`src/rtl/sort_host.sv`:
```
// sort_host: word RAM plus host-side load/order/drain sequencer for one sorter.
// Words are streamed in from address 0, one sort order is issued over the
// stored range, then the sorted words are streamed back out one per two cycles.
module sort_host #(
    parameter int DATA_WIDTH = 16,
    parameter int ADDR_WIDTH = 16,
    parameter int DEPTH_LOG2 = 8
) (
    input  logic                  clk,
    input  logic                  rst,
    input  logic                  in_valid,
    output logic                  in_ready,
    input  logic [DATA_WIDTH-1:0] in_data,
    input  logic                  in_last,
    output logic                  out_valid,
    input  logic                  out_ready,
    output logic [DATA_WIDTH-1:0] out_data,
    output logic                  out_last,
    output logic                  busy,
    output logic                  order_valid,
    input  logic                  order_busy,
    output logic [ADDR_WIDTH-1:0] order_start,
    output logic [DATA_WIDTH-1:0] order_len,
    input  logic [ADDR_WIDTH-1:0] ram_addr,
    input  logic                  ram_write_req,
    input  logic [DATA_WIDTH-1:0] ram_write_data,
    output logic [DATA_WIDTH-1:0] ram_read_data
);

    localparam int DEPTH = 1 << DEPTH_LOG2;
    localparam logic [DEPTH_LOG2:0] FULL_C = {1'b1, {DEPTH_LOG2{1'b0}}};
    localparam logic [DEPTH_LOG2:0] ONE_C  = {{DEPTH_LOG2{1'b0}}, 1'b1};

    typedef enum logic [2:0] {
        ST_LOAD      = 3'd0,
        ST_ISSUE     = 3'd1,
        ST_SORT      = 3'd2,
        ST_DRAIN_RD  = 3'd3,
        ST_DRAIN_OUT = 3'd4
    } state_t;

    state_t                  state_r;
    state_t                  state_s;
    logic [DEPTH_LOG2:0]     count_r;
    logic [DEPTH_LOG2:0]     count_inc_s;
    logic [DEPTH_LOG2-1:0]   idx_r;
    logic                    seen_busy_r;
    logic [DATA_WIDTH-1:0]   out_data_r;
    logic                    out_last_r;
    logic [DATA_WIDTH-1:0]   ram_read_data_r;
    logic                    load_fire_s;
    logic                    load_last_s;
    logic                    drain_fire_s;
    logic                    in_ready_s;
    logic                    sorter_own_s;
    logic [DEPTH_LOG2-1:0]   ram_idx_s;
    logic                    unused_addr_s;
    logic [DATA_WIDTH-1:0]   mem [DEPTH];

    // The sorter only decodes the low address bits; the rest are don't-care.
    assign ram_idx_s     = ram_addr[DEPTH_LOG2-1:0];
    assign unused_addr_s = ^ram_addr;

    assign count_inc_s  = count_r + ONE_C;
    assign in_ready_s   = (state_r == ST_LOAD) && !count_r[DEPTH_LOG2];
    assign sorter_own_s = (state_r == ST_ISSUE) || (state_r == ST_SORT);

    assign in_ready      = in_ready_s;
    assign busy          = (state_r != ST_LOAD);
    assign out_valid     = (state_r == ST_DRAIN_OUT);
    assign out_last      = (state_r == ST_DRAIN_OUT) && out_last_r;
    assign out_data      = out_data_r;
    assign order_valid   = (state_r == ST_ISSUE);
    assign order_start   = {ADDR_WIDTH{1'b0}};
    assign order_len     = (state_r == ST_ISSUE) ?
                           {{(DATA_WIDTH-DEPTH_LOG2-1){1'b0}}, count_r} :
                           {DATA_WIDTH{1'b0}};
    assign ram_read_data = ram_read_data_r;

    // State register.
    always_ff @(posedge clk) begin
        if (rst) begin
            state_r <= ST_LOAD;
        end else begin
            state_r <= state_s;
        end
    end

    // Next-state logic and the per-cycle strobes that drive the datapath.
    always_comb begin
        state_s      = state_r;
        load_fire_s  = 1'b0;
        load_last_s  = 1'b0;
        drain_fire_s = 1'b0;
        case (state_r)
            ST_LOAD: begin
                if (in_valid && in_ready_s) begin
                    load_fire_s = 1'b1;
                    // Explicit last and filling the RAM collapse into one last beat.
                    if (in_last || (count_inc_s == FULL_C)) begin
                        load_last_s = 1'b1;
                        // A single word is already sorted; skip the order.
                        if (|count_inc_s[DEPTH_LOG2:1]) begin
                            state_s = ST_ISSUE;
                        end else begin
                            state_s = ST_DRAIN_RD;
                        end
                    end else begin
                        state_s = ST_LOAD;
                    end
                end else begin
                    state_s = ST_LOAD;
                end
            end
            ST_ISSUE: begin
                state_s = ST_SORT;
            end
            ST_SORT: begin
                if (seen_busy_r && !order_busy) begin
                    state_s = ST_DRAIN_RD;
                end else begin
                    state_s = ST_SORT;
                end
            end
            ST_DRAIN_RD: begin
                state_s = ST_DRAIN_OUT;
            end
            ST_DRAIN_OUT: begin
                if (out_ready) begin
                    drain_fire_s = 1'b1;
                    if (out_last_r) begin
                        state_s = ST_LOAD;
                    end else begin
                        state_s = ST_DRAIN_RD;
                    end
                end else begin
                    state_s = ST_DRAIN_OUT;
                end
            end
            default: begin
                state_s = ST_LOAD;
            end
        endcase
    end

    // Word count, drain index, sorter-busy tracking and the output beat register.
    always_ff @(posedge clk) begin
        if (rst) begin
            count_r     <= {(DEPTH_LOG2+1){1'b0}};
            idx_r       <= {DEPTH_LOG2{1'b0}};
            seen_busy_r <= 1'b0;
            out_data_r  <= {DATA_WIDTH{1'b0}};
            out_last_r  <= 1'b0;
        end else begin
            if (load_fire_s) begin
                count_r <= count_inc_s;
            end else if (drain_fire_s && out_last_r) begin
                count_r <= {(DEPTH_LOG2+1){1'b0}};
            end

            if (load_last_s) begin
                idx_r <= {DEPTH_LOG2{1'b0}};
            end else if (drain_fire_s && !out_last_r) begin
                idx_r <= idx_r + {{(DEPTH_LOG2-1){1'b0}}, 1'b1};
            end

            // The sorter may not raise busy immediately; completion is its falling edge.
            if (load_last_s) begin
                seen_busy_r <= 1'b0;
            end else if ((state_r == ST_SORT) && order_busy) begin
                seen_busy_r <= 1'b1;
            end

            if (state_r == ST_DRAIN_RD) begin
                out_data_r <= mem[idx_r];
                out_last_r <= ({1'b0, idx_r} == (count_r - ONE_C));
            end
        end
    end

    // Single-port RAM write: host during LOAD, sorter during ISSUE/SORT. Never reset.
    always_ff @(posedge clk) begin
        if (!rst && load_fire_s) begin
            mem[count_r[DEPTH_LOG2-1:0]] <= in_data;
        end else if (!rst && sorter_own_s && ram_write_req) begin
            mem[ram_idx_s] <= ram_write_data;
        end
    end

    // Sorter read port: one-cycle latency, old data on read-during-write, held otherwise.
    always_ff @(posedge clk) begin
        if (rst) begin
            ram_read_data_r <= {DATA_WIDTH{1'b0}};
        end else if (sorter_own_s) begin
            ram_read_data_r <= mem[ram_idx_s];
        end
    end

endmodule

```
`config.mk`:
```
export PLATFORM = sky130hd
export DESIGN_NAME = sort_host
export DESIGN_NICKNAME = d
export VERILOG_FILES = /design/src/rtl/sort_host.sv
export SDC_FILE = /design/constraint.sdc
export NUM_CORES = 2
export LEC_CHECK = 0
export BUFFER_PORTS_ARGS = -buffer_cell sky130_fd_sc_hd__buf_2
export CORE_MARGIN = 8
export CORE_UTILIZATION = 50
export DETAILED_ROUTE_END_ITERATION = 6
export PLACE_DENSITY = 0.65
export SETUP_SLACK_MARGIN = 0.3
export SLEW_MARGIN = 10
export SYNTH_ARGS = -nofsm -noshare
export SYNTH_HDL_FRONTEND = slang
export SYNTH_SLANG_ARGS = --single-unit
```
`constraint.sdc`:
```
create_clock -name clk -period 7.36 [get_ports clk]
set_input_delay 1.104 -clock clk [delete_from_list [all_inputs] [get_ports clk]]
set_output_delay 1.104 -clock clk [all_outputs]
set_load 0.1 [all_outputs]
```
==> impl_metrics.env <==
export IMPL_post_cts_setup_buffer_count=0
export IMPL_tightestPinTransition_ns=1.45
export IMPL_route_vias_total=112000
export IMPL_total_power_mw=51.1
export IMPL_final_nets=9715
export IMPL_endpoint_kind="register"
export IMPL_r2r_cells=7
export IMPL_synth_edf_count=4096
export IMPL_setup_viol=0
export IMPL_endpoint="mem[32][5]$_DFFE_PP_"
export IMPL_hold_violations=0
export IMPL_post_drt_via_cell_ratio=7.40
export IMPL_grt_pass1_vias=111000
export IMPL_ys_ff_latch=4150
export IMPL_finalWirelength_um=674000
export IMPL_cts_buffers=431
export IMPL_violations="DRC"
export IMPL_synth_cell_types=78
export IMPL_synthFlopType="edfxtp_1"
export IMPL_netlist_area_um2=192000
export IMPL_drc=5
export IMPL_fin_tns_setup_ns=0
export IMPL_initial_utilization_pct=50.3
export IMPL_row_count=227
export IMPL_synthArstFlopShare_pct=0
export IMPL_final_seq_area_um2=124000
export IMPL_grt_pass1_wl_um=918000
export IMPL_io_pins=124
export IMPL_die_x_um=636
export IMPL_maxCapViolCount=0
export IMPL_crit_fanout=24
export IMPL_htree_levels=5
export IMPL_fillers=28000
export IMPL_critPathArrivalTime_ns=7.06
export IMPL_leakage_nw=65.5
export IMPL_fin_skew_ns=0.0929
export IMPL_hold_class="in2reg"
export IMPL_cts_tree="yes"
export IMPL_worstSkewPairLatency_ns=1.06
export IMPL_routabilityCongestion=1.01
export IMPL_worstSetupStartpoint="state_r[1]$_SDFF_PP0_"
export IMPL_timing_rr_end="mem[32][5]$_DFFE_PP_"
export IMPL_cts_buffer_depth=4
export IMPL_netlist_instances=9337
export IMPL_syn_to_final_growth_pct=11.9
export IMPL_cts_root_buffer="clkbuf_16"
export IMPL_r2r_setup_slack_ns=0.90
export IMPL_die_h_um=636
export IMPL_drtIter0Drc=17700
export IMPL_io_buffer_count=92
export IMPL_grt_antenna_before_repair=58
export IMPL_fin_util_pct=56.2
export IMPL_postCtsHoldBufs=0
export IMPL_period_share_pct=87.7
export IMPL_period_minus_slack_ns=6.46
export IMPL_maxSlewViolCount=0
export IMPL_post_place_ws_ns=1.04
export IMPL_worst_hold_slack_ns=0.427
export IMPL_ys_seq_area_share_pct=64.5
export IMPL_critical_path_required_ns=7.97
export IMPL_post_drt_wl_per_cell_um=44.6
export IMPL_p_per_area_nw_per_um2=237
export IMPL_worstSetupStartpointType="register"
export IMPL_fmax_ghz=0.155
export IMPL_cts_repair_resized=0
export IMPL_overflow=0
export IMPL_status="complete, but fails checks"
export IMPL_maxSlewHeadroom_pct=2.53
export IMPL_grt_max_degree=225
export IMPL_die_area_um2=405000
export IMPL_floorplan_core_area_um2=383000
export IMPL_multi_input_area_um2=65500
export IMPL_syn_avg_cell_area_um2=20.6
export IMPL_clk_pin_slew_worst_paths_ns=0.06
export IMPL_yosys_warnings=0
export IMPL_dp_hpwl_um=412000
export IMPL_clock_sinks=4150
export IMPL_grt_usage_pct=32.7
export IMPL_firstDrtPassIters=6
export IMPL_rr_startpoint="state_r[1]$_SDFF_PP0_"
export IMPL_grt_setup_unrepaired="false"
export IMPL_postRouteAntennaNets=0
export IMPL_drive_above_1_share_pct=38.3
export IMPL_setup_slack_ns=0.905
export IMPL_critPathKind="reg2reg"
export IMPL_max_vdd_ir_drop_mv=0.188
==> where the power goes <==
part,leakage (nW),switching (mW),total (mW),internal [mW]
Sequential,37.3,0.0374,26.3,26.3
Combinational,21.5,2.11,3.04,0.930
Clock,6.72,9.54,21.7,12.2
Total,65.5,11.7,51.1,39.4
==> cell families after synthesis <==
logic type	Yosys count	synth area share, %
AOI/OAI and AO/OA	851	3.08
DFF	4150	64.5
other	1	0.00195
muxes	2649	28.3
and+or+nand+nor	866	1.95
xor gates and xnor gates	21	0.0956
adders and majority gates	4	0.0260
buffers and inverters	795	2.07
==> state kept, by name, summed over array words and instances, names as in the netlist <==
signal         cells
count_r            9
idx_r              8
mem             4096
out_data          16
out_last_r         1
ram_read_data     16
seen_busy_r        1
state_r            3
==> cells in the final DEF, fill, tap and decap left out, drive strengths merged, types with 59 or more instances in the layout <==
cell type and count:
o22ai 124, o21ai 98, a21oi 150, nand3 59
mux2i 415, nand2 288, clkbuf 518, nor2 356
clkinv 209, edfxtp 4096, buf 646, mux4 2222
a22oi 152, a211oi 62
==> cell usage after synthesis (all sizes together) (7+ instances only) <==
library cell	number	area, um^2
edfxtp	4096	123000
mux4	2222	50000
buf	461	2730
mux2i	415	4150
nor2	356	1340
clkbuf	321	1200
nand2	288	1080
a22oi	152	1140
a21oi	150	754
o22ai	124	776
o21ai	98	490
a211oi	62	465
nand3	59	295
dfxtp	54	1080
a221oi	45	400
o221ai	45	394
nor3	28	140
o211ai	25	188
a22o	23	201
nor2b	23	144
and3	20	125
a31oi	17	106
and2	16	100
nand4	16	100
xnor2	16	140
a2111o	15	169
a2111oi	14	123
nand2b	13	81.3
inv	12	45.1
mux2	12	135
nand3b	11	82.6
nor4	10	62.6
o31ai	10	80.1
a211o	8	70.1
a32oi	8	70.1
or3	7	43.8
==> worst min-delay path by stage <==
stage / from / to / slack, ns / depth (start not counted)
finish: order_busy / seen_busy_r$_SDFFE_PP0P_ / 0.43 / 3
CTS: order_busy / seen_busy_r$_SDFFE_PP0P_ / 0.37 / 3
detailed placement: ram_read_data[9]$_SDFFE_PP0P_ / ram_read_data[9]$_SDFFE_PP0P_ / 0.45 / 1
global placement: ram_read_data[0]$_SDFFE_PP0P_ / ram_read_data[0]$_SDFFE_PP0P_ / 0.45 / 1
global route: order_busy / seen_busy_r$_SDFFE_PP0P_ / 0.41 / 3
floorplan: seen_busy_r$_SDFFE_PP0P_ / seen_busy_r$_SDFFE_PP0P_ / 0.44 / 2
==> cell type report <==
class | instances | area share [%]
diodes | 35 | 0.0407
clock buffers | 518 | 5.23
clock inverters | 273 | 1.19
inverters | 13 | 0.0302
multi-input cells | 4414 | 30.4
flip-flops and latches | 4150 | 57.7
well taps | 5038 | 2.93
repair buffers | 646 | 2.45
==> stage by stage <==
stage               std cells  cell area [um^2]
CTS                     15100            215000
global route            15100            215000
floorplan                9359            192000
finish                  15100            215000
global placement        14300            201000
detailed placement      14300            201000
==> layer usage <==
metal / vias to the layer above / GRT usage (%) / part of all wire, %
li1: 41600 / - / -
met1: 59700 / 41.9 / 34
met2: 8390 / 48.4 / 45
met3: 1861 / 11.7 / 14
met4: 30 / 19.4 / 7.5
met5: - / 0.0118 / 0.037
==> worst max-delay path, cell delays in order (launching register included) <==
cell     delay, ns
dfxtp_1       0.44
xnor2_1       0.18
nor3_1        1.12
nand2_1       1.01
o31ai_2       0.97
nand3_2       0.91
buf_4         0.50
nor2_4        0.90
(Power assumes the default switching activity.)
